--- config.mk ---
export PLATFORM = sky130hd
export DESIGN_NAME = lif_neuron_mc
export DESIGN_NICKNAME = d
export VERILOG_FILES = /design/src/rtl/neuron_pkg.sv /design/src/rtl/lif_neuron_mc_syn_accum.sv /design/src/rtl/lif_neuron_mc.sv
export SDC_FILE = /design/constraint.sdc
export NUM_CORES = 1
export LEC_CHECK = 0
export BUFFER_PORTS_ARGS = -buffer_cell sky130_fd_sc_hd__buf_2
export CAP_MARGIN = 40
export CORE_MARGIN = 2
export CORE_UTILIZATION = 60
export DETAILED_ROUTE_END_ITERATION = 8
export PLACE_DENSITY = 0.88
export SYNTH_ARGS = -nofsm -noshare
export SYNTH_HDL_FRONTEND = slang
export SYNTH_SLANG_ARGS = --single-unit
--- constraint.sdc ---
create_clock -name clk -period 24.1 [get_ports clk]
set_input_delay 0 -clock clk [delete_from_list [all_inputs] [get_ports clk]]
set_output_delay 0 -clock clk [all_outputs]
set_load 0.005 [all_outputs]
--- src/rtl/neuron_pkg.sv ---
// Shared types, constants and helpers for the neuron cells.
package neuron_pkg;

  // Neuron FSM: accumulating input, or blanked after an output spike.
  typedef enum logic {
    INTEGRATE  = 1'b0,
    REFRACTORY = 1'b1
  } lif_state_e;

  // Resting membrane potential; also the value every register resets to.
  localparam int RESET_VAL = 0;

  // Saturating clamp of a signed value into [0, 2^(width-1)-1].
  // Callers sign-extend into the 64-bit argument and truncate the result.
  function automatic logic signed [63:0] satClamp(input logic signed [63:0] value,
                                                  input int unsigned width);
    logic signed [63:0] maxVal;
    maxVal = (64'sd1 <<< (width - 1)) - 64'sd1;
    if (value < 64'sd0) begin
      satClamp = 64'sd0;
    end else if (value > maxVal) begin
      satClamp = maxVal;
    end else begin
      satClamp = value;
    end
  endfunction

endpackage

--- src/rtl/lif_neuron_mc_syn_accum.sv ---
// Combinational weighted sum of the synaptic inputs that spiked this cycle.
module syn_accum #(
  parameter int N_IN  = 4,
  parameter int W_WT  = 8,
  parameter int W_SUM = 20
) (
  input  logic [N_IN-1:0]            in_spike_i,
  input  logic [N_IN-1:0][W_WT-1:0]  weight_i,
  output logic signed [W_SUM-1:0]    syn_sum_o
);

  // Sign-extend each active weight and add; W_SUM leaves headroom so it never wraps.
  always_comb begin
    syn_sum_o = '0;
    for (int i = 0; i < N_IN; i++) begin
      if (in_spike_i[i]) begin
        syn_sum_o = syn_sum_o + {{(W_SUM-W_WT){weight_i[i][W_WT-1]}}, weight_i[i]};
      end
    end
  end

endmodule

--- src/rtl/lif_neuron_mc.sv ---
// Multi-input leaky integrate-and-fire neuron with saturating membrane,
// shift or constant leak and a programmable refractory period.
module lif_neuron_mc
  import neuron_pkg::*;
#(
  parameter int N_IN  = 4,
  parameter int W_MEM = 16,
  parameter int W_WT  = 8,
  parameter int W_REF = 4,
  parameter int W_CNT = 16
) (
  input  logic                      clk,
  input  logic                      rst,
  input  logic                      en,
  input  logic [N_IN-1:0]           in_spike,
  input  logic [N_IN-1:0][W_WT-1:0] weight,
  input  logic                      leak_mode,
  input  logic [3:0]                leak_shift,
  input  logic [W_MEM-1:0]          leak_const,
  input  logic [W_MEM-1:0]          threshold,
  input  logic [W_REF-1:0]          refrac_len,
  output logic                      out_spike,
  output logic [W_MEM-1:0]          potential,
  output logic                      refractory,
  output logic [W_CNT-1:0]          spike_count
);

  localparam int W_EXT = W_MEM + $clog2(N_IN) + 2;

  lif_state_e              state_q, state_d;
  logic [W_MEM-1:0]        potential_q, potential_d;
  logic [W_REF-1:0]        refCnt_q, refCnt_d;
  logic                    outSpike_q, outSpike_d;
  logic [W_CNT-1:0]        spikeCnt_q, spikeCnt_d;

  logic signed [W_EXT-1:0] synSum;
  logic signed [W_EXT-1:0] potExt;
  logic signed [W_EXT-1:0] leakAmt;
  logic signed [W_EXT-1:0] constExt;
  logic signed [W_EXT-1:0] nextExt;
  logic [W_MEM-1:0]        nextPot;
  logic                    fire;

  syn_accum #(
    .N_IN (N_IN),
    .W_WT (W_WT),
    .W_SUM(W_EXT)
  ) u_syn_accum (
    .in_spike_i(in_spike),
    .weight_i  (weight),
    .syn_sum_o (synSum)
  );

  // Leak amount, candidate potential after clamping, and the fire decision.
  always_comb begin
    potExt   = W_EXT'(signed'(potential_q));
    constExt = W_EXT'(leak_const);
    leakAmt  = '0;
    if (leak_mode) begin
      leakAmt = (constExt < potExt) ? constExt : potExt;
    end else if (int'(leak_shift) < W_MEM) begin
      leakAmt = potExt >>> leak_shift;
    end
    nextExt = potExt + synSum - leakAmt;
    nextPot = W_MEM'(satClamp(64'(nextExt), W_MEM));
    fire    = (nextPot >= threshold);
  end

  // Next-state logic: integrate and fire, or count down the refractory period.
  always_comb begin
    state_d     = state_q;
    potential_d = potential_q;
    refCnt_d    = refCnt_q;
    outSpike_d  = 1'b0;
    spikeCnt_d  = spikeCnt_q;
    if (en) begin
      case (state_q)
        INTEGRATE: begin
          if (fire) begin
            outSpike_d  = 1'b1;
            potential_d = W_MEM'(RESET_VAL);
            spikeCnt_d  = (spikeCnt_q == '1) ? spikeCnt_q : spikeCnt_q + W_CNT'(1);
            if (refrac_len != '0) begin
              refCnt_d = refrac_len;
              state_d  = REFRACTORY;
            end
          end else begin
            potential_d = nextPot;
          end
        end
        REFRACTORY: begin
          potential_d = W_MEM'(RESET_VAL);
          if (refCnt_q <= W_REF'(1)) begin
            refCnt_d = '0;
            state_d  = INTEGRATE;
          end else begin
            refCnt_d = refCnt_q - W_REF'(1);
          end
        end
        default: state_d = INTEGRATE;
      endcase
    end
  end

  // State registers; reset wins over enable.
  always_ff @(posedge clk) begin
    if (rst) begin
      state_q     <= INTEGRATE;
      potential_q <= W_MEM'(RESET_VAL);
      refCnt_q    <= '0;
      outSpike_q  <= 1'b0;
      spikeCnt_q  <= '0;
    end else begin
      state_q     <= state_d;
      potential_q <= potential_d;
      refCnt_q    <= refCnt_d;
      outSpike_q  <= outSpike_d;
      spikeCnt_q  <= spikeCnt_d;
    end
  end

  assign out_spike   = outSpike_q;
  assign potential   = potential_q;
  assign refractory  = (state_q == REFRACTORY);
  assign spike_count = spikeCnt_q;

endmodule

**Word-level counts from Yosys, hierarchy flattened**

Cells that the tools add are included.

- Register bits: 38
- Bits in latches: 0
- Memory bits (writable): 0
- Bits in read-only memories: 0
- Output and inout port bits: 34
- Logic and storage cells: 47
- Memories kept: 0

- Add/sub/neg operators: 7
- Multiply operators: 0
- Divide/modulo/power cells: 0
- Magnitude comparators: 5
- Equality and inequality tests: 3
- Shifts and indexed selects: 1
- Mux-type cells: 19
- Bitwise gates (word level): 3
- Reductions and logical operators: 4

Operators by type and width:

| kind | number |
|---|---|
| two-way mux 20 bit | 6 |
| adder 20 bit | 3 |
| two-way mux 16 bit | 3 |
| case mux 16 bit (2 select lines) | 1 |
| adder 16 x 20 -> 20 bit | 1 |
| > comparator 20 x 16 -> 1 bit (second input constant) | 1 |
| < comparator 20 x 1 -> 1 bit (second input constant) | 1 |
| >>> shifter 16 x 4 -> 20 bit | 1 |
| subtractor 20 bit | 1 |
| < comparator 17 x 16 -> 1 bit | 1 |
| adder 16 x 1 -> 16 bit (second input constant) | 1 |
| == test 16 bit (second input constant) | 1 |
| greater-or-equal comparator 16 bit | 1 |
| two-way mux 4 bit | 3 |
| case mux 4 bit (2 select lines) | 1 |
| <= comparator 4 x 1 -> 1 bit (second input constant) | 1 |
| two-way mux 1 bit | 4 |
| != test 2 bit (second input constant) | 2 |
| AND reduction 4 bit | 1 |
| nonzero test 4 bit | 1 |
| subtractor 4 x 1 -> 4 bit (second input constant) | 1 |
| NOT 1 bit | 3 |
| AND reduction 3 bit | 1 |
| OR reduction 3 bit | 1 |
| case mux 1 bit (2 select lines) | 1 |

**Logic depth before layout (Yosys ltp)**

- Word-level depth: 15
- Mapped depth: 53

**Cells and area by module**

From an unflattened synthesis, not the netlist that was laid out.

- Cell total of the unflattened synthesis: 1034
- Area, all modules: 7868.8 µm²

Modules (own cells, without submodules):

| module | times used | cells each | area each (µm²) |
|---|---|---|---|
| lif_neuron_mc | 1 | 651 | 5049.8 |
| syn_accum | 1 | 383 | 2819.0 |

**Worst setup path before layout**

OpenSTA, ideal clock, no wires.

- Kind: input port to flip-flop
- From: input weight[0] (netlist bit)
- To: register spikeCnt_q[13] (netlist: spike_count[13])
- Library setup time: 0.116 ns
- Arrival time: 9.894 ns
- Required time: 23.984 ns
- Path slack: 14.089 ns
- Cell stages on the path: 49
- Buffers on the path: 3
- Cells stage by stage: and2_1 -> ha_1 -> fa_1 -> a21o_1 -> a21oi_1 -> o21bai_1 -> a21o_1 -> a21oi_1 -> inv_1 -> a21oi_1 -> fa_1 -> o21ai_0 -> ha_1 -> a21o_1 -> a21o_1 -> nor3_1 -> a211oi_1 -> a31o_2 -> [... 13 more ...] -> o211ai_1 -> a21oi_1 -> o31ai_1 -> xnor3_1 -> xnor2_1 -> buf_4 -> nor2_1 -> ha_1 -> a21o_1 -> a21o_1 -> a21o_1 -> a21oi_1 -> o21ai_0 -> o21ai_1 -> clkbuf_1 -> a2111oi_0 -> a21oi_1 -> a31o_2

- Word-level cells in the longest chain between the ends: 14
- Elaborated cells on any way between the ends: 15

Ends and longest elaborated chain:

| what | line | RTL |
|---|---|---|
| from (decl) | lif_neuron_mc.sv:16 | `input logic [N_IN-1:0][W_WT-1:0] weight,` |
| two-way mux 20 bit (*) | lif_neuron_mc_syn_accum.sv:16 | `if (in_spike_i[i]) begin` |
| adder 20 bit | lif_neuron_mc_syn_accum.sv:17 | `syn_sum_o = syn_sum_o + {{(W_SUM-W_WT){weight_i[i][W_WT-1]}}, weight_i[i]};` |
| two-way mux 20 bit (*) | lif_neuron_mc_syn_accum.sv:16 |  |
| adder 20 bit | lif_neuron_mc_syn_accum.sv:17 |  |
| two-way mux 20 bit (*) | lif_neuron_mc_syn_accum.sv:16 |  |
| adder 20 bit | lif_neuron_mc_syn_accum.sv:17 |  |
| two-way mux 20 bit (*) | lif_neuron_mc_syn_accum.sv:16 |  |
| adder 16 x 20 -> 20 bit (*) | lif_neuron_mc.sv:64 | `nextExt = potExt + synSum - leakAmt;` |
| subtractor 20 bit (*) | lif_neuron_mc.sv:64 |  |
| > comparator 20 x 16 -> 1 bit | neuron_pkg.sv:21 | `end else if (value > maxVal) begin` |
| two-way mux 16 bit | neuron_pkg.sv:21 |  |
| two-way mux 16 bit (*) | neuron_pkg.sv:19 | `if (value < 64'sd0) begin` |
| greater-or-equal comparator 16 bit (*) | lif_neuron_mc.sv:66 | `fire = (nextPot >= threshold);` |
| AND reduction 4 bit (no line) (*) | n/a |  |
| to (signal assigned) | lif_neuron_mc.sv:118 | `spikeCnt_q <= spikeCnt_d;` |
| to (decl) | lif_neuron_mc.sv:34 | `logic [W_CNT-1:0] spikeCnt_q, spikeCnt_d;` |

Mark *: on every way between the ends. The rest lies on a longest branch, timed or not.
A chain may end at the register's enable or synchronous reset.

**Worst setup path in the final report**

- From: input in_spike[0]
- To: register potential_q[11] (netlist: potential[11])

- Word-level cells in the longest chain between the ends: 15
- Elaborated cells on any way between the ends: 16

Ends and longest elaborated chain:

| what | line | RTL |
|---|---|---|
| from (decl) | lif_neuron_mc.sv:15 | `input logic [N_IN-1:0] in_spike,` |
| two-way mux 20 bit (*) | lif_neuron_mc_syn_accum.sv:16 |  |
| adder 20 bit | lif_neuron_mc_syn_accum.sv:17 |  |
| two-way mux 20 bit (*) | lif_neuron_mc_syn_accum.sv:16 |  |
| adder 20 bit | lif_neuron_mc_syn_accum.sv:17 |  |
| two-way mux 20 bit (*) | lif_neuron_mc_syn_accum.sv:16 |  |
| adder 20 bit | lif_neuron_mc_syn_accum.sv:17 |  |
| two-way mux 20 bit (*) | lif_neuron_mc_syn_accum.sv:16 |  |
| adder 16 x 20 -> 20 bit (*) | lif_neuron_mc.sv:64 |  |
| subtractor 20 bit (*) | lif_neuron_mc.sv:64 |  |
| > comparator 20 x 16 -> 1 bit | neuron_pkg.sv:21 |  |
| two-way mux 16 bit | neuron_pkg.sv:21 |  |
| two-way mux 16 bit (*) | neuron_pkg.sv:19 |  |
| greater-or-equal comparator 16 bit | lif_neuron_mc.sv:66 |  |
| two-way mux 16 bit (*) | lif_neuron_mc.sv:79 | `if (fire) begin` |
| case mux 16 bit (2 select lines) (*) | lif_neuron_mc.sv:77 | `case (state_q)` |
| to (signal assigned) | lif_neuron_mc.sv:109 | `potential_q <= W_MEM'(RESET_VAL);` |
| to (signal assigned) | lif_neuron_mc.sv:115 | `potential_q <= potential_d;` |
| to (decl) | lif_neuron_mc.sv:31 | `logic [W_MEM-1:0] potential_q, potential_d;` |

Marks and branches as above.

==> impl_metrics.ini <==
[status]
status = complete, no violations

[worst_setup_path]
cp-end-kind = register
cp-startpoint = in_spike[0]
regToRegEndpoint = potential[11]$_SDFFE_PP0P_
critPathKind = in2reg
r2r_setup_slack_ns = 14.33
path_delay_family = compound AO/OA/AOI/OAI gates
critPathMostFrequentCell = a21oi_1
worstPathArrival_ns = 12.00
max_stage_delay_ns = 0.69
cp_max_fo = 15
r2r_start = potential[1]$_SDFFE_PP0P_
cp_data_required_time_ns = 24.28
reg2regPathDepth = 33
crit_slowest_cell = or4b_2
cp-start-kind = primary input
critical_path_buf_inv_count = 2

[power]
clock_power_share_pct = 6.2
power.net_switching_mw = 0.585
intPower_mw = 0.504
pwr-share-seq_pct = 10.9
comb_power_share_pct = 83.0
leakagePower_nw = 3.99
powerDensity_nw_per_um2 = 129
irDropWorstVdd_mv = 0.0989
power_mw = 1.09
swShare_pct = 53.7

[grt]
grt_max_degree = 38
antenna_found_initial = 0
grt_pass1_wl_um = 33600
grt_usage_pct = 29.9
grt_pass1_vias = 7355
grt_overflow = 0

[synthesis]
syn-num-nets = 1248
syn-instance-count = 1043
synth_cell_types = 70
synthFlopType = dfxtp_1
synth-edff-count = 0
ys_seq_elements = 38
async_reset_ff_share_pct = 0
synth_area_per_cell_um2 = 7.34
ys_seq_area_share_pct = 9.93
yosys_warnings = 0
syn-cell-area_um2 = 7660

[placed_design]
placed_cells = 1289
dpl-instance-area_um2 = 8290
port_buffers = 113
dp_hpwl_um = 16000
gp_congestion = 0.984
pre_cts_ws_ns = 12.50

[route]
dr.pass1.iters = 5
viasPerCell = 6.04
first_iter_violations = 642
wl_per_cell_um = 15.6
wirelength_um = 20200
vias = 7845
drc_errors = 0
ant_nets = 0

[clocking]
cts_max_path_buffers = 2
htree_levels = 2
clk_latency_ns = 0.28
clock_sinks = 38
cts_buffers = 5
root_buffer = clkbuf_16
cts_setup_buffers = 0
cts_tree = yes
clkTransAtPathRegs_ns = 0.06

[sta]
max_slew_margin_pct = 41.6
rsz0062_at_grt = no
period_share_pct = 49.0
tightest_slew_ns = 0.877
period_minus_slack_ns = 11.82
fmax_mhz = 84.6
fin_worst_skew_ns = 0.00266
timing.final.hold_violations = 0
holdWs_ns = 0.00649
fin_ws_ns = 12.28
slew_violations = 0
setup_tns_ns = 0
finalSetupViolCount = 0

[final_layout]
n_antenna_cell = 0
stdcell_count = 1298
fin_area_um2 = 8450
final_cell_mix = buf_2 (113), nand2_1 (108), ha_1 (101)
fill_cells = 1122
nets = 1330
drive_gt1_share_pct = 14.6
fin_util_pct = 67.5
area_delta_synth_final_pct = 10.3
final_common_cell = buf_2

[hold_path]
whs_endpoint = refCnt_q[2]$_SDFFE_PP0P_
hold_depth = 3
hold_path_class = in2reg
min-delay-start = refrac_len[2]

[die]
initial_utilization_pct = 61.2
core_um2 = 12500
die_w_um = 117
rows = 41
pin_count = 114
die_area_um2 = 13700
dieHeight_um = 117

[flow_run]
maxCapViolations = 0
## tightest hold or removal path: stages
cell and delay, ns:
buf_2 0.11, nand3b_1 0.07, a21oi_1 0.06
## final cells by class
cell class	count	area, um2	area share, %
clock inverter	2	12.5	0.148
inverter	91	342	4.04
clock buffer	6	139	1.64
multi-input combinational	872	6380	75.6
tap	172	215	2.55
sequential	38	761	9.01
timing repair buffer	117	594	7.04
## registers in the layout, indices dropped and copies added, names as in the netlist
name and count:
out_spike 1, potential 16, refCnt_q 4, refractory 1, spike_count 16
## repair_timing
item | in CTS | in global routing
endpoints found under the hold margin | 1 | 0
hold buffers | 1 | 0
gates resized for setup | 0 | 0
## how the worst max path moves through the flow
stage                                               to  slack [ns]  depth (start not counted)
after global placement       potential[3]$_SDFFE_PP0P_       12.70                         48
final                       potential[11]$_SDFFE_PP0P_       12.28                         46
after CTS                    potential[2]$_SDFFE_PP0P_       12.53                         46
after global routing         potential[2]$_SDFFE_PP0P_       11.56                         46
after detailed placement     potential[1]$_SDFFE_PP0P_       12.50                         46
after floorplan           spike_count[13]$_SDFFE_PP0P_       14.09                         49
## power by group through the flow
| stage | sequential, mW | clock [mW] | combinational (mW) |
|---|---|---|---|
| 3_5_place_dp | 0.118 | 0 | 0.871 |
| 6_report | 0.118 | 0.0672 | 0.904 |
| 3_3_place_gp | 0.117 | 0 | 0.861 |
| 2_1_floorplan | 0.105 | 0 | 0.702 |
| 4_1_cts | 0.117 | 0.0672 | 0.892 |
| 5_1_grt | 0.120 | 0.0700 | 1.02 |
## kinds of logic after synthesis
logic type	share of synthesized area, %
AO/OA/AOI/OAI	28.2
multiplexers	6.60
buffers and inverters	6.80
XOR/XNOR	6.58
AND/OR/NAND/NOR	19.0
adder cells (fa/ha/maj)	22.8
flip-flops	9.93
other	0.0490
## routing by layer
metal	GRT usage (%)	up-vias	wire, um
met5	0	-	0
li1	-	3910	-
met2	50.8	284	9460
met1	38.8	3586	8760
met3	3.35	65	1190
met4	12.2	0	792
## Yosys cell counts (all sizes together) (24+ instances only)
cell    count  area (um2)
nor2       91         342
o21ai      84         424
o31ai      25         198
ha        101        1260
xnor2      47         412
clkbuf     33         124
a21o       38         285
nand2     108         405
fa         24         480
nand3      30         150
dfxtp      38         761
inv        90         338
a21oi      82         410
Power figures use the tool's default switching activity.
